==> config.mk <==
export PLATFORM = sky130hd
export DESIGN_NAME = pcie_ltssm_detect_poll_flat
export DESIGN_NICKNAME = d
export VERILOG_FILES = /design/src/rtl/pcie_ltssm_detect_poll_if.sv /design/src/rtl/pcie_ltssm_detect_poll.sv /design/src/flat_wrapper.sv
export SDC_FILE = /design/constraint.sdc
export NUM_CORES = 1
export LEC_CHECK = 0
export ABC_CLOCK_PERIOD_IN_PS = 3700
export BUFFER_PORTS_ARGS = -buffer_cell sky130_fd_sc_hd__buf_4
export CORE_ASPECT_RATIO = 0.5
export CORE_UTILIZATION = 25
export DETAILED_ROUTE_END_ITERATION = 7
export PLACE_DENSITY = 0.5
export SLEW_MARGIN = 10
export SYNTH_ARGS = -nofsm -noshare
export SYNTH_HDL_FRONTEND = slang
export SYNTH_SLANG_ARGS = --single-unit
==> constraint.sdc <==
create_clock -name clk_i -period 3.7 [get_ports clk_i]
set_input_delay 0.37 -clock clk_i [delete_from_list [all_inputs] [get_ports clk_i]]
set_output_delay 0.37 -clock clk_i [all_outputs]
set_load 0.005 [all_outputs]
==> src/rtl/pcie_ltssm_detect_poll_if.sv <==
// LTSSM Detect/Polling bundle: PHY status, OS decoder strobes, TX controls.
// master = LTSSM side (drives *_o), slave = PHY / ordered-set side (*_i).
interface pcie_ltssm_detect_poll_if #(
  parameter int NUM_LANES = 4
) ();
  logic                 restart_i;
  logic                 phy_rx_det_done_i;
  logic [NUM_LANES-1:0] phy_layer_lane_detect_i;
  logic [NUM_LANES-1:0] phy_rx_elec_idle_i;
  logic [NUM_LANES-1:0] rx_ts1_valid_i;
  logic [NUM_LANES-1:0] rx_ts2_valid_i;
  logic                 tx_os_done_i;
  logic                 rx_det_req_o;
  logic                 tx_elec_idle_o;
  logic                 tx_send_ts1_o;
  logic                 tx_send_ts2_o;
  logic                 tx_compliance_o;
  logic [NUM_LANES-1:0] lane_mask_o;
  logic [2:0]           substate_o;
  logic                 poll_done_o;
  logic                 timeout_o;

  modport master (
    input  restart_i,
    input  phy_rx_det_done_i,
    input  phy_layer_lane_detect_i,
    input  phy_rx_elec_idle_i,
    input  rx_ts1_valid_i,
    input  rx_ts2_valid_i,
    input  tx_os_done_i,
    output rx_det_req_o,
    output tx_elec_idle_o,
    output tx_send_ts1_o,
    output tx_send_ts2_o,
    output tx_compliance_o,
    output lane_mask_o,
    output substate_o,
    output poll_done_o,
    output timeout_o
  );

  modport slave (
    output restart_i,
    output phy_rx_det_done_i,
    output phy_layer_lane_detect_i,
    output phy_rx_elec_idle_i,
    output rx_ts1_valid_i,
    output rx_ts2_valid_i,
    output tx_os_done_i,
    input  rx_det_req_o,
    input  tx_elec_idle_o,
    input  tx_send_ts1_o,
    input  tx_send_ts2_o,
    input  tx_compliance_o,
    input  lane_mask_o,
    input  substate_o,
    input  poll_done_o,
    input  timeout_o
  );
endinterface

==> src/rtl/pcie_ltssm_detect_poll.sv <==
// LTSSM front end: Detect.Quiet/Active, Polling.Active/Config, hand-off.
// Ports: clk_i, rst_i (sync, high), bus (master). Option: PCIE_POLL_COMPLIANCE_EN.
module pcie_ltssm_detect_poll #(
  parameter int NUM_LANES       = 4,
  parameter int QUIET_CYC       = 16,
  parameter int POLL_ACT_TO_CYC = 200,
  parameter int POLL_CFG_TO_CYC = 100,
  parameter int TS_TX_MIN       = 16,
  parameter int TS_RX_REQ       = 8,
  parameter int TS2_TX_MIN      = 4
) (
  input logic clk_i,
  input logic rst_i,
  pcie_ltssm_detect_poll_if.master bus
);
  localparam int TMA = (QUIET_CYC > POLL_ACT_TO_CYC) ?
                       QUIET_CYC : POLL_ACT_TO_CYC;
  localparam int TMX = (TMA > POLL_CFG_TO_CYC) ?
                       TMA : POLL_CFG_TO_CYC;
  localparam int TW  = $clog2(TMX) + 1;
  localparam int XMX = (TS_TX_MIN > TS2_TX_MIN) ?
                       TS_TX_MIN : TS2_TX_MIN;
  localparam int XW  = $clog2(XMX + 1);
  localparam int RW  = $clog2(TS_RX_REQ + 1);

  localparam logic [TW-1:0] T_QUIET = TW'(QUIET_CYC - 1);
  localparam logic [TW-1:0] T_PACT  = TW'(POLL_ACT_TO_CYC - 1);
  localparam logic [TW-1:0] T_PCFG  = TW'(POLL_CFG_TO_CYC - 1);
  localparam logic [XW-1:0] TX1_MIN = XW'(TS_TX_MIN);
  localparam logic [XW-1:0] TX2_MIN = XW'(TS2_TX_MIN);
  localparam logic [RW-1:0] RX_REQ  = RW'(TS_RX_REQ);

  localparam logic [2:0] ST_DQ = 3'd0;
  localparam logic [2:0] ST_DA = 3'd1;
  localparam logic [2:0] ST_PA = 3'd2;
  localparam logic [2:0] ST_PC = 3'd3;
  localparam logic [2:0] ST_PD = 3'd4;
`ifdef PCIE_POLL_COMPLIANCE_EN
  localparam logic [2:0] ST_CP = 3'd5;
`endif

  logic [2:0]           st;
  logic [2:0]           st_nxt;
  logic [TW-1:0]        tmr;
  logic [XW-1:0]        tx_cnt;
  logic [RW-1:0]        rx_cnt [NUM_LANES];
  logic [NUM_LANES-1:0] mask;
  logic [NUM_LANES-1:0] mask_nxt;
  logic [NUM_LANES-1:0] rx_ok;
  logic [NUM_LANES-1:0] rx_hit;
  logic [NUM_LANES-1:0] qual;
  logic                 first_ts2;
  logic                 ts2_seen;
  logic                 all_ok;
  logic                 tx_inc;
  logic                 entry;
  logic                 to_ev;
`ifdef PCIE_POLL_COMPLIANCE_EN
  logic [NUM_LANES-1:0] idle_all;
`endif

  always_comb begin
    for (int i = 0; i < NUM_LANES; i++) begin
      rx_ok[i] = rx_cnt[i] >= RX_REQ;
    end
  end

  assign qual     = rx_ok & mask;
  assign all_ok   = &(rx_ok | ~mask);
  assign ts2_seen = |(bus.rx_ts2_valid_i & mask);

  always_comb begin
    rx_hit = '0;
    if (st == ST_PA) begin
      rx_hit = (bus.rx_ts1_valid_i | bus.rx_ts2_valid_i) & mask;
    end else if (st == ST_PC) begin
      rx_hit = bus.rx_ts2_valid_i & mask;
    end
  end

  // TS2 transmit count only starts once the partner has sent a TS2.
  assign tx_inc = bus.tx_os_done_i &
                  ((st == ST_PA) |
                   ((st == ST_PC) & (first_ts2 | ts2_seen)));

  always_comb begin
    st_nxt   = st;
    mask_nxt = mask;
    to_ev    = 1'b0;
    unique case (st)
      ST_DQ: begin
        if (tmr >= T_QUIET || !(&bus.phy_rx_elec_idle_i)) begin
          st_nxt = ST_DA;
        end
      end
      ST_DA: begin
        if (bus.phy_rx_det_done_i) begin
          if (|bus.phy_layer_lane_detect_i) begin
            mask_nxt = bus.phy_layer_lane_detect_i;
            st_nxt   = ST_PA;
          end else begin
            st_nxt = ST_DQ;
          end
        end
      end
      ST_PA: begin
        if (tx_cnt >= TX1_MIN && all_ok) begin
          st_nxt = ST_PC;
        end else if (tmr >= T_PACT) begin
          if (|qual) begin
            st_nxt   = ST_PC;
            mask_nxt = qual;
          end
`ifdef PCIE_POLL_COMPLIANCE_EN
          else if (|(mask & idle_all &
                     bus.phy_rx_elec_idle_i)) begin
            st_nxt = ST_CP;
          end
`endif
          else begin
            st_nxt   = ST_DQ;
            mask_nxt = '0;
            to_ev    = 1'b1;
          end
        end
      end
      ST_PC: begin
        if (tx_cnt >= TX2_MIN && all_ok) begin
          st_nxt = ST_PD;
        end else if (tmr >= T_PCFG) begin
          st_nxt   = ST_DQ;
          mask_nxt = '0;
          to_ev    = 1'b1;
        end
      end
      ST_PD: begin
        st_nxt = ST_PD;
      end
`ifdef PCIE_POLL_COMPLIANCE_EN
      ST_CP: begin
        if (&(~bus.phy_rx_elec_idle_i | ~mask)) begin
          st_nxt = ST_PA;
        end
      end
`endif
      default: begin
        st_nxt   = ST_DQ;
        mask_nxt = '0;
      end
    endcase
    if (bus.restart_i) begin
      st_nxt   = ST_DQ;
      mask_nxt = '0;
      to_ev    = 1'b0;
    end
  end

  assign entry = (st_nxt != st) | bus.restart_i;

  assign bus.substate_o  = st;
  assign bus.lane_mask_o = mask;

  always_ff @(posedge clk_i) begin
    if (rst_i) begin
      st                  <= ST_DQ;
      mask                <= '0;
      tmr                 <= '0;
      tx_cnt              <= '0;
      first_ts2           <= 1'b0;
      for (int i = 0; i < NUM_LANES; i++) begin
        rx_cnt[i] <= '0;
      end
      bus.rx_det_req_o    <= 1'b0;
      bus.tx_elec_idle_o  <= 1'b1;
      bus.tx_send_ts1_o   <= 1'b0;
      bus.tx_send_ts2_o   <= 1'b0;
      bus.tx_compliance_o <= 1'b0;
      bus.poll_done_o     <= 1'b0;
      bus.timeout_o       <= 1'b0;
    end else begin
      st   <= st_nxt;
      mask <= mask_nxt;
      if (entry) begin
        tmr <= '0;
      end else if (tmr != '1) begin
        tmr <= tmr + TW'(1);
      end
      if (entry) begin
        tx_cnt <= '0;
      end else if (tx_inc && tx_cnt != '1) begin
        tx_cnt <= tx_cnt + XW'(1);
      end
      for (int i = 0; i < NUM_LANES; i++) begin
        if (entry) begin
          rx_cnt[i] <= '0;
        end else if (rx_hit[i] && rx_cnt[i] != '1) begin
          rx_cnt[i] <= rx_cnt[i] + RW'(1);
        end
      end
      if (entry) begin
        first_ts2 <= 1'b0;
      end else if (st == ST_PC && ts2_seen) begin
        first_ts2 <= 1'b1;
      end
      bus.rx_det_req_o   <= (st_nxt == ST_DA) && (st != ST_DA);
      bus.tx_elec_idle_o <= (st_nxt == ST_DQ) || (st_nxt == ST_DA);
      bus.tx_send_ts1_o  <= st_nxt == ST_PA;
      bus.tx_send_ts2_o  <= (st_nxt == ST_PC) || (st_nxt == ST_PD);
      bus.poll_done_o    <= st_nxt == ST_PD;
      bus.timeout_o      <= to_ev;
`ifdef PCIE_POLL_COMPLIANCE_EN
      bus.tx_compliance_o <= st_nxt == ST_CP;
`else
      bus.tx_compliance_o <= 1'b0;
`endif
    end
  end

`ifdef PCIE_POLL_COMPLIANCE_EN
  // Sticky AND of RX idle over the Polling.Active visit.
  always_ff @(posedge clk_i) begin
    if (rst_i) begin
      idle_all <= '1;
    end else if (entry) begin
      idle_all <= '1;
    end else begin
      idle_all <= idle_all & bus.phy_rx_elec_idle_i;
    end
  end
`endif
endmodule

==> src/flat_wrapper.sv <==
// flat-port wrapper written by rule: the top's interface ports become plain ports
module pcie_ltssm_detect_poll_flat 
#(
  parameter int NUM_LANES       = 4,
  parameter int QUIET_CYC       = 16,
  parameter int POLL_ACT_TO_CYC = 200,
  parameter int POLL_CFG_TO_CYC = 100,
  parameter int TS_TX_MIN       = 16,
  parameter int TS_RX_REQ       = 8,
  parameter int TS2_TX_MIN      = 4
)
  (clk_i, rst_i, bus_restart_i, bus_phy_rx_det_done_i, bus_phy_layer_lane_detect_i, bus_phy_rx_elec_idle_i, bus_rx_ts1_valid_i, bus_rx_ts2_valid_i, bus_tx_os_done_i, bus_rx_det_req_o, bus_tx_elec_idle_o, bus_tx_send_ts1_o, bus_tx_send_ts2_o, bus_tx_compliance_o, bus_lane_mask_o, bus_substate_o, bus_poll_done_o, bus_timeout_o);
  pcie_ltssm_detect_poll_if #(.NUM_LANES(NUM_LANES)) bus_i ();
  input logic clk_i;
  input logic rst_i;
  input wire logic [$bits(bus_i.restart_i)-1:0] bus_restart_i;
  input wire logic [$bits(bus_i.phy_rx_det_done_i)-1:0] bus_phy_rx_det_done_i;
  input wire logic [$bits(bus_i.phy_layer_lane_detect_i)-1:0] bus_phy_layer_lane_detect_i;
  input wire logic [$bits(bus_i.phy_rx_elec_idle_i)-1:0] bus_phy_rx_elec_idle_i;
  input wire logic [$bits(bus_i.rx_ts1_valid_i)-1:0] bus_rx_ts1_valid_i;
  input wire logic [$bits(bus_i.rx_ts2_valid_i)-1:0] bus_rx_ts2_valid_i;
  input wire logic [$bits(bus_i.tx_os_done_i)-1:0] bus_tx_os_done_i;
  output wire logic [$bits(bus_i.rx_det_req_o)-1:0] bus_rx_det_req_o;
  output wire logic [$bits(bus_i.tx_elec_idle_o)-1:0] bus_tx_elec_idle_o;
  output wire logic [$bits(bus_i.tx_send_ts1_o)-1:0] bus_tx_send_ts1_o;
  output wire logic [$bits(bus_i.tx_send_ts2_o)-1:0] bus_tx_send_ts2_o;
  output wire logic [$bits(bus_i.tx_compliance_o)-1:0] bus_tx_compliance_o;
  output wire logic [$bits(bus_i.lane_mask_o)-1:0] bus_lane_mask_o;
  output wire logic [$bits(bus_i.substate_o)-1:0] bus_substate_o;
  output wire logic [$bits(bus_i.poll_done_o)-1:0] bus_poll_done_o;
  output wire logic [$bits(bus_i.timeout_o)-1:0] bus_timeout_o;
  assign bus_i.restart_i = bus_restart_i;
  assign bus_i.phy_rx_det_done_i = bus_phy_rx_det_done_i;
  assign bus_i.phy_layer_lane_detect_i = bus_phy_layer_lane_detect_i;
  assign bus_i.phy_rx_elec_idle_i = bus_phy_rx_elec_idle_i;
  assign bus_i.rx_ts1_valid_i = bus_rx_ts1_valid_i;
  assign bus_i.rx_ts2_valid_i = bus_rx_ts2_valid_i;
  assign bus_i.tx_os_done_i = bus_tx_os_done_i;
  assign bus_rx_det_req_o = bus_i.rx_det_req_o;
  assign bus_tx_elec_idle_o = bus_i.tx_elec_idle_o;
  assign bus_tx_send_ts1_o = bus_i.tx_send_ts1_o;
  assign bus_tx_send_ts2_o = bus_i.tx_send_ts2_o;
  assign bus_tx_compliance_o = bus_i.tx_compliance_o;
  assign bus_lane_mask_o = bus_i.lane_mask_o;
  assign bus_substate_o = bus_i.substate_o;
  assign bus_poll_done_o = bus_i.poll_done_o;
  assign bus_timeout_o = bus_i.timeout_o;
  pcie_ltssm_detect_poll #(.NUM_LANES(NUM_LANES), .QUIET_CYC(QUIET_CYC), .POLL_ACT_TO_CYC(POLL_ACT_TO_CYC), .POLL_CFG_TO_CYC(POLL_CFG_TO_CYC), .TS_TX_MIN(TS_TX_MIN), .TS_RX_REQ(TS_RX_REQ), .TS2_TX_MIN(TS2_TX_MIN)) u_core (.clk_i(clk_i), .rst_i(rst_i), .bus(bus_i));
endmodule
[After elaboration in Yosys (flattened, before gate mapping)]
Memories as Yosys holds them, arrays and structs flattened.
Cells that the tools add are included.
Storage, ports and cells
  register bits after elaboration: 28
  bits of input ports: 21
  output and inout bits: 14
  logic and storage cells: 148
  memory bits (writable): 16
  memories kept: 1
Memory list
  u_core.rx_cnt: depth 4, width 4, read ports 4, clocked after Yosys merged registers in 0, wr ports 4, line pcie_ltssm_detect_poll.sv:46  | logic [RW-1:0] rx_cnt [NUM_LANES];
Cells by class
  bitwise logic cells: 20
  $add $sub $neg: 6
  eq/ne operators: 22
  magnitude comparators: 9
  reductions and logical operators: 24
  muxes and demuxes: 55
Operators by type and width (number)
  2-to-1 mux 4 bit: 17
  2-to-1 mux 1 bit: 26
  2-to-1 mux 3 bit: 7
  adder 4 x 1 -> 4 bit, second input constant: 4
  >= comparator 4 bit, second input constant: 4
  inequality test 4 bit, second input constant: 4
  case mux 4 bit (4 select lines): 1
  case mux 3 bit (5 select lines): 1
  AND 4 bit: 3
  == test 3 x 2 -> 1 bit, second input constant: 4
  OR reduction 4 bit: 3
  bitwise OR 1 bit: 11
  adder 9 x 1 -> 9 bit, second input constant: 1
  >= comparator 9 x 4 -> 1 bit, second input constant: 1
  >= comparator 9 x 7 -> 1 bit, second input constant: 1
  >= comparator 9 x 8 -> 1 bit, second input constant: 1
  logical AND 1 bit: 9
  inequality test 9 bit, second input constant: 1
  inequality test 2 bit, second input constant: 4
  bitwise OR 4 bit: 2
  AND reduction 4 bit: 2
  AND reduction 7 bit: 1
  == test 3 x 1 -> 1 bit, second input constant: 2
  == test 3 bit, second input constant: 2
  16 further kinds: 24

[Logic depth before layout (Yosys ltp)]
Gate-level depths: netlist of run 1.
An unclocked memory read counts as a cell.
  word-level depth: 16
  depth in mapped cells: 10
  gate-level depth less buffers: 9

[Worst setup path after synthesis of run 1]
Ideal clock, no wire load.
  kind: register to register
  start: reg u_core.tmr[0]
  end: mem u_core.rx_cnt[0][0] (netlist bit), enable pin
  clock period less this slack: 2.652 ns
  buffers on the path: 1
  slack: 1.048 ns
  library setup time: 0.263 ns
  data required time: 3.437 ns
  arrival: 2.389 ns
  cell stages (with the launch flop): 9
  cells stage by stage: dfxtp_1 > ha_1 > a21o_1 > or4_1 > a311o_1 > o21ai_2 > o211ai_4 > buf_4 > a211o_1
RTL lines
  start, declared: line pcie_ltssm_detect_poll.sv:44  | logic [TW-1:0] tmr;
  start signal, assigned: line pcie_ltssm_detect_poll.sv:186  | tmr <= tmr + TW'(1);
  end, declared: line pcie_ltssm_detect_poll.sv:46

==> impl_metrics.py, run 1 <==
metrics = {
    "placement": {
        "gp_congestion": 0.7715,
        "dp_hpwl_um": 4779,
        "numPortBuffers": 33,
    },
    "synthesis": {
        "syn_inst": 284,
        "synthTopCellsByCount": "dfxtp_1 (28), a211oi_1 (23), nand2_1 (22)",
        "synth-edff-count": 16,
        "synth.most_common_cell": "dfxtp_1",
        "syn_area_um2": 2708,
        "synthArstFlopShare_pct": 0,
        "synth.distinct_cells": 56,
        "yosysTopAreaCellShare_pct": 20.70,
        "yosysWarnings": 0,
        "syn_area_per_cell_um2": 9.534,
        "synthTopCellsByArea": "dfxtp_1 (21%), edfxtp_1 (18%), a211oi_1 (6.4%)",
        "synth_nets": 318,
        "ys_ff_latch": 44,
        "ys.flop_type": "dfxtp_1",
        "yosysTopAreaCell": "dfxtp_1",
        "seq_area_frac_synth_pct": 38.45,
    },
    "global_route": {
        "grtUsageMet3_pct": 2.575,
        "antenna_found_initial": 0,
        "grt_use_total_pct": 11.65,
        "grt_pass1_wl_um": 10210,
        "grt_overflow_total": 0,
        "grt_pass1_vias": 2050,
        "grt_max_degree": 36,
        "use_met2_pct": 19.43,
        "use_met1_pct": 15.13,
        "grt_busiest_layer": "met2",
    },
    "finish": {
        "antennaDiodeCount": 0,
        "drive_above_1_share_pct": 19.37,
        "fin_nets": 348,
        "multi_input_area_um2": 1511,
        "fillerInstances": 1047,
        "area_growth_pct": 20.75,
        "area.sequential_um2": 1041,
    },
    "min_path": {
        "hp-class": "in2reg",
    },
    "floorplanning": {
        "fp.dieH_um": 75.59,
        "die_w_um": 149.2,
        "dieArea_um2": 11280,
        "core_um2": 10380,
        "start_util_pct": 26.09,
        "rows": 26,
        "ios": 35,
    },
    "pwr": {
        "power.density_nw_per_um2": 352.6,
        "p_leak_nw": 1.167,
        "peakVddDrop_uv": 165.9,
    },
    "clock_tree": {
        "cts_made_buffers": 5,
        "cts_sinks": 44,
        "cts.clk_slew.worst_paths_ns": 0.06,
        "postCtsHoldBufs": 0,
        "post_cts_buffers": 0,
        "cts.repair.resized": 0,
        "h-tree-depth": 2,
        "cts-root-buf": "clkbuf_16",
        "cts_tree": "done",
        "max-clock-path-buffers": 2,
        "clock_latency_ns": 0.28,
    },
    "worst_setup_path": {
        "crit_arrival_ns": 3.06,
        "end_kind": "flip-flop",
        "startpoint_type": "flip-flop",
        "cp_cell_sequence": "ha_1 -> a21o_1 -> or4_1 -> a311o_1 -> o21ai_2 -> o211ai_4 -> a211o_1",
        "worstPathRequired_ns": 3.72,
        "cp_slowest_stage_delay_ns": 0.48,
        "critical_path_class": "reg2reg",
        "crit_path_top_delay_cell": "a211o_1",
        "crit_family": "compound AO/OA/AOI/OAI gates",
        "critical_path_buf_inv_count": 0,
        "crit_fanout": 35,
    },
    "run": {
        "max_cap_viol_count": 0,
    },
    "sta": {
        "slew_viol_final": 0,
        "rsz0062_at_grt": "false",
        "hold_ws_ns": 0.4232,
        "fin_setup_tns_ns": 0,
        "final_hold_viol_count": 0,
        "slew_headroom_pct": 23.76,
        "finClkSkew_ns": 0.004078,
        "post-route-min-period_ns": 3.036,
        "clock.fmax_mhz": 329.4,
        "finalSetupViolCount": 0,
        "worst_slew_pin_slew_ns": 1.138,
        "min_period_over_period_pct": 82.05,
    },
    "detailed_routing": {
        "remaining_drc_errors": 0,
        "num_vias": 2285,
        "totalWireLength_um": 6517,
        "drtIter0Drc": 212,
        "ant_nets": 0,
        "drtPass1Iterations": 4,
        "vias_per_cell": 5.022,
        "wl_per_cell_um": 14.32,
    },
    "run_status": {
        "outcome": "completed",
    },
}
-- final cells by class --
class                           instances  share of cell area, %
Tap cell                              140                  5.358
Clock buffer                            8                  5.434
Multi-Input combinational cell        206                  46.23
Sequential cell                        44                  31.84
Timing Repair Buffer                   40                  9.185
Inverter                               17                  1.952
-- worst reg2reg max path, stage by stage, from the launching register on --
cell and delay (ns):
dfxtp_1 0.34, ha_1 0.23, a21o_1 0.19, or4_1 0.39
a311o_1 0.45, o21ai_2 0.27, o211ai_4 0.42, a211o_1 0.49
-- flip-flops by register name, summed over array words and instances (netlist names) --
register                   cells
u_core.tmr                     9
u_core.bus.rx_det_req_o        1
u_core.rx_cnt                 16
u_core.bus.tx_send_ts2_o       1
u_core.tx_cnt                  5
u_core.first_ts2               1
u_core.bus.poll_done_o         1
u_core.bus.tx_send_ts1_o       1
u_core.bus.timeout_o           1
u_core.bus.lane_mask_o         4
u_core.bus.tx_elec_idle_o      1
u_core.bus.substate_o          3
-- where the power goes --
part | total [mW] | leakage, nW | switching (mW) | internal [mW]
sequential | 0.529 | 0.412 | 0.0144 | 0.515
clock | 0.507 | 0.0883 | 0.179 | 0.328
combinational | 0.116 | 0.666 | 0.0722 | 0.0443
total | 1.15 | 1.17 | 0.266 | 0.887
-- cell usage in the layout, fill, tap and decap left out, drive strengths merged, types with 4 or more instances in the layout --
cell type  count
buf           40
xnor2          8
clkbuf         8
a211oi        23
a32oi          4
ha            13
nor3           6
a21oi         13
or4            8
dfxtp         28
nor2          12
o21ai         11
a2111oi        7
nand3         10
xor2          10
nand2b         5
or2            4
inv           17
nor2b          6
a211o          4
edfxtp        16
nand2         22
-- stage by stage --
stage	setup slack [ns]	cell area (µm²)	power, mW	util, %	cells
after global placement	0.7967	3092	0.6509	29.79	447
after CTS	0.6723	3269	1.165	31.50	455
after detailed placement	0.6909	3092	0.6551	29.79	447
after global routing	0.4473	3269	1.196	31.50	455
final	0.6640	3269	1.153	31.50	455
after floorplan	1.048	2708	0.6143	-	284
-- cells by family after synthesis --
| kind of cell | share of synthesized area [%] |
|---|---|
| compound gates | 27.36 |
| simple gates | 15.76 |
| buf+inv | 5.730 |
| other cells | 0.1385 |
| fa+ha+maj | 6.008 |
| flops | 38.45 |
| xor+xnor | 5.823 |
| mux | 0.7394 |
-- final timing paths --
check	cells after the start	startpoint	to	slack, ns
setup / recovery	7	u_core.tmr[0]$_SDFFE_PP0P_	u_core.rx_cnt[1][2]$_SDFFCE_PN0P_	0.66
hold / removal	3	bus_restart_i	u_core.bus.rx_det_req_o$_SDFF_PP0_	0.42
setup reg to reg	7	u_core.tmr[0]$_SDFFE_PP0P_	u_core.rx_cnt[1][2]$_SDFFCE_PN0P_	0.66
hold reg to reg	2	u_core.tx_cnt[4]$_SDFFE_PP0P_	u_core.tx_cnt[4]$_SDFFE_PP0P_	0.54
-- per-layer routing --
layer | part of all wire (%) | vias up
li1 | - | 1135
met1 | 47 | 1075
met2 | 48 | 64
met3 | 4.0 | 11
met4 | 1.2 | 0
met5 | 0 | -
No activity file was read; power rests on OpenSTA's default activity.
==> run 2, diff against run 1 <==
--- a/config.mk
+++ b/config.mk
@@ -5,7 +5,7 @@
 export SDC_FILE = /design/constraint.sdc
 export NUM_CORES = 1
 export LEC_CHECK = 0
-export ABC_CLOCK_PERIOD_IN_PS = 3700
+export ABC_CLOCK_PERIOD_IN_PS = 2980
 export BUFFER_PORTS_ARGS = -buffer_cell sky130_fd_sc_hd__buf_4
 export CORE_ASPECT_RATIO = 0.5
 export CORE_UTILIZATION = 25
==> constraint.sdc (replaced) <==
create_clock -name clk_i -period 2.98 [get_ports clk_i]
set_input_delay 0.298 -clock clk_i [delete_from_list [all_inputs] [get_ports clk_i]]
set_output_delay 0.298 -clock clk_i [all_outputs]
set_load 0.005 [all_outputs]
==> run 2 against run 1 <==
  * Core utilization up 0.22 points
  * Die area unchanged
  * Largest power group unchanged
  * Largest cell class unchanged
  * Routed wire length up 4.5%
==> impl_metrics.py, run 2 (synthesis results as in run 1) <==
metrics = {
    "sta": {
        "worst_slew_pin_slew_ns": 0.7590,
        "finalSetupViolCount": 0,
        "min_period_over_period_pct": 95.98,
        "final_hold_viol_count": 0,
        "slew_headroom_pct": 49.39,
        "slew_viol_final": 0,
        "rsz0062_at_grt": "true",
        "clock.fmax_mhz": 349.6,
        "post-route-min-period_ns": 2.860,
        "finClkSkew_ns": 0.003562,
    },
    "floorplanning": {
        "core_um2": 10380,
        "rows": 26,
        "start_util_pct": 26.09,
        "fp.dieH_um": 75.59,
        "ios": 35,
        "dieArea_um2": 11280,
        "die_w_um": 149.2,
    },
    "clock_tree": {
        "h-tree-depth": 2,
        "cts-root-buf": "clkbuf_16",
        "cts_made_buffers": 5,
        "cts_tree": "done",
        "cts_sinks": 44,
        "max-clock-path-buffers": 2,
        "clock_latency_ns": 0.28,
        "cts.clk_slew.worst_paths_ns": 0.06,
    },
    "worst_setup_path": {
        "worstReg2RegEnd": "u_core.rx_cnt[2][3]$_SDFFCE_PN0P_",
        "timing.rr.start": "u_core.tmr[0]$_SDFFE_PP0P_",
        "crit_fanout": 20,
        "r2r_slack_ns": 0.12,
        "critical_path_class": "reg2reg",
        "r2r_cells": 7,
        "crit_path_top_delay_cell": "a311o_1",
        "end_kind": "flip-flop",
        "crit_end": "u_core.rx_cnt[2][3]$_SDFFCE_PN0P_",
        "crit_path_start": "u_core.tmr[0]$_SDFFE_PP0P_",
        "worstPathRequired_ns": 3.00,
        "cp_cell_sequence": "ha_1 -> a21o_1 -> or4_1 -> a311o_1 -> o21ai_2 -> o211ai_4 -> a211o_1",
        "startpoint_type": "flip-flop",
        "crit_arrival_ns": 2.88,
        "cp_slowest_stage_delay_ns": 0.44,
    },
    "finish": {
        "final_cell_mix": "buf_4 (45), dfxtp_1 (28), a211oi_1 (23)",
        "area_growth_pct": 21.58,
        "largest_registers": "u_core.rx_cnt x16, u_core.tmr x9, u_core.tx_cnt x5",
        "fin_nets": 354,
        "fillerInstances": 1047,
        "drive_above_1_share_pct": 20.56,
        "largest_reg_flops": 16,
        "final_util_pct": 31.72,
        "max_flop_register": "u_core.rx_cnt",
        "final_common_cell": "buf_4",
        "antennaDiodeCount": 0,
    },
    "detailed_routing": {
        "drtPass1Iterations": 4,
        "ant_nets": 0,
        "remaining_drc_errors": 0,
        "totalWireLength_um": 6809,
        "vias_per_cell": 5.007,
        "wl_per_cell_um": 14.77,
        "num_vias": 2308,
        "drtIter0Drc": 155,
    },
    "global_route": {
        "grt_pass1_wl_um": 10980,
        "antenna_found_initial": 0,
        "grt_max_degree": 36,
        "grt_use_total_pct": 12.44,
        "grt_overflow_total": 0,
        "grt_pass1_vias": 2194,
    },
    "placement": {
        "dp_hpwl_um": 5108,
        "gp_congestion": 0.7861,
        "numPortBuffers": 33,
    },
    "pwr": {
        "power.density_nw_per_um2": 408.6,
        "p_total_mw": 1.345,
        "peakVddDrop_uv": 217.5,
        "p_leak_nw": 1.179,
    },
    "min_path": {
        "hold_start": "bus_restart_i",
        "holdPathStages": 3,
        "hp-class": "in2reg",
    },
    "run_status": {
        "outcome": "completed",
    },
    "run": {
        "max_cap_viol_count": 0,
    },
}
-- run 2: cell types whose count changed in the layout (fill, tap and decap cells not counted) --
cell       previous run  this run
clkbuf_16             6         5
clkinv_2              0         1
a2111oi_1             2         1
a2111oi_2             3         4
clkbuf_8              2         0
clkbuf_1              0         2
buf_12                0         1
buf_4                40        45
-- run 2: area by class of cell --
type                       instances  area (µm²)  area share (%)
clock buffer                       7       132.6           4.029
clock inverter                     1       5.005          0.1520
inverter                          17       63.81           1.938
multi-input combinational        206        1516           46.07
sequential                        44        1041           31.62
tap                              140       175.2           5.321
timing repair buffer              46       357.8           10.87
-- run 2: worst max-delay path: cells and delay by family (launching register included) --
| family | cells | cell delay [ns] |
|---|---|---|
| fa+ha+maj | 1 | 0.23 |
| flops | 1 | 0.35 |
| simple gates | 1 | 0.40 |
| compound gates | 5 | 1.61 |
-- run 2: routing by layer --
layer / wire length, µm / share of wire (%) / vias up / track usage, %
met3: 217 / 3.2 / 5 / 2.036
met1: 3311 / 49 / 1117 / 16.11
met5: 0 / 0 / - / 0
li1: - / - / 1139 / -
met4: 47 / 0.69 / 0 / 3.175
met2: 3233 / 47 / 47 / 21.96
-- run 2: power by group --
part	switching, mW	internal (mW)	leakage, nW	total, mW
clock network	0.222	0.310	0.0679	0.532
registers	0.0197	0.639	0.412	0.659
logic	0.0908	0.0639	0.699	0.155
total	0.332	1.01	1.18	1.35
-- run 2: worst min path at each step --
stage / endpoint / slack, ns
detailed placement: u_core.tx_cnt[4]$_SDFFE_PP0P_ / 0.54
CTS: u_core.bus.rx_det_req_o$_SDFF_PP0_ / 0.35
floorplan: u_core.bus.rx_det_req_o$_SDFF_PP0_ / 0.50
global route: u_core.bus.rx_det_req_o$_SDFF_PP0_ / 0.37
global placement: u_core.tx_cnt[4]$_SDFFE_PP0P_ / 0.52
finish: u_core.bus.rx_det_req_o$_SDFF_PP0_ / 0.36
-- run 2: repair_timing --
action / 4_1_cts / 5_1_grt
setup endpoints to repair: 0 / 1
hold buffers: 0 / 0
setup buffers: 0 / 0
resized for setup: 0 / 1
-- run 2: metrics by stage --
stage	std cells	setup TNS (ns)	worst slack (ns)	hold slack (ns)	cell area (µm²)
floorplan	284	0	0.3280	0.5002	2708
CTS	461	0	0.05042	0.3504	3287
finish	461	0	0.1199	0.3572	3292
global placement	453	0	0.2326	0.5221	3149
global route	461	-0.006445	-0.006445	0.3734	3292
detailed placement	453	0	0.1075	0.5418	3149
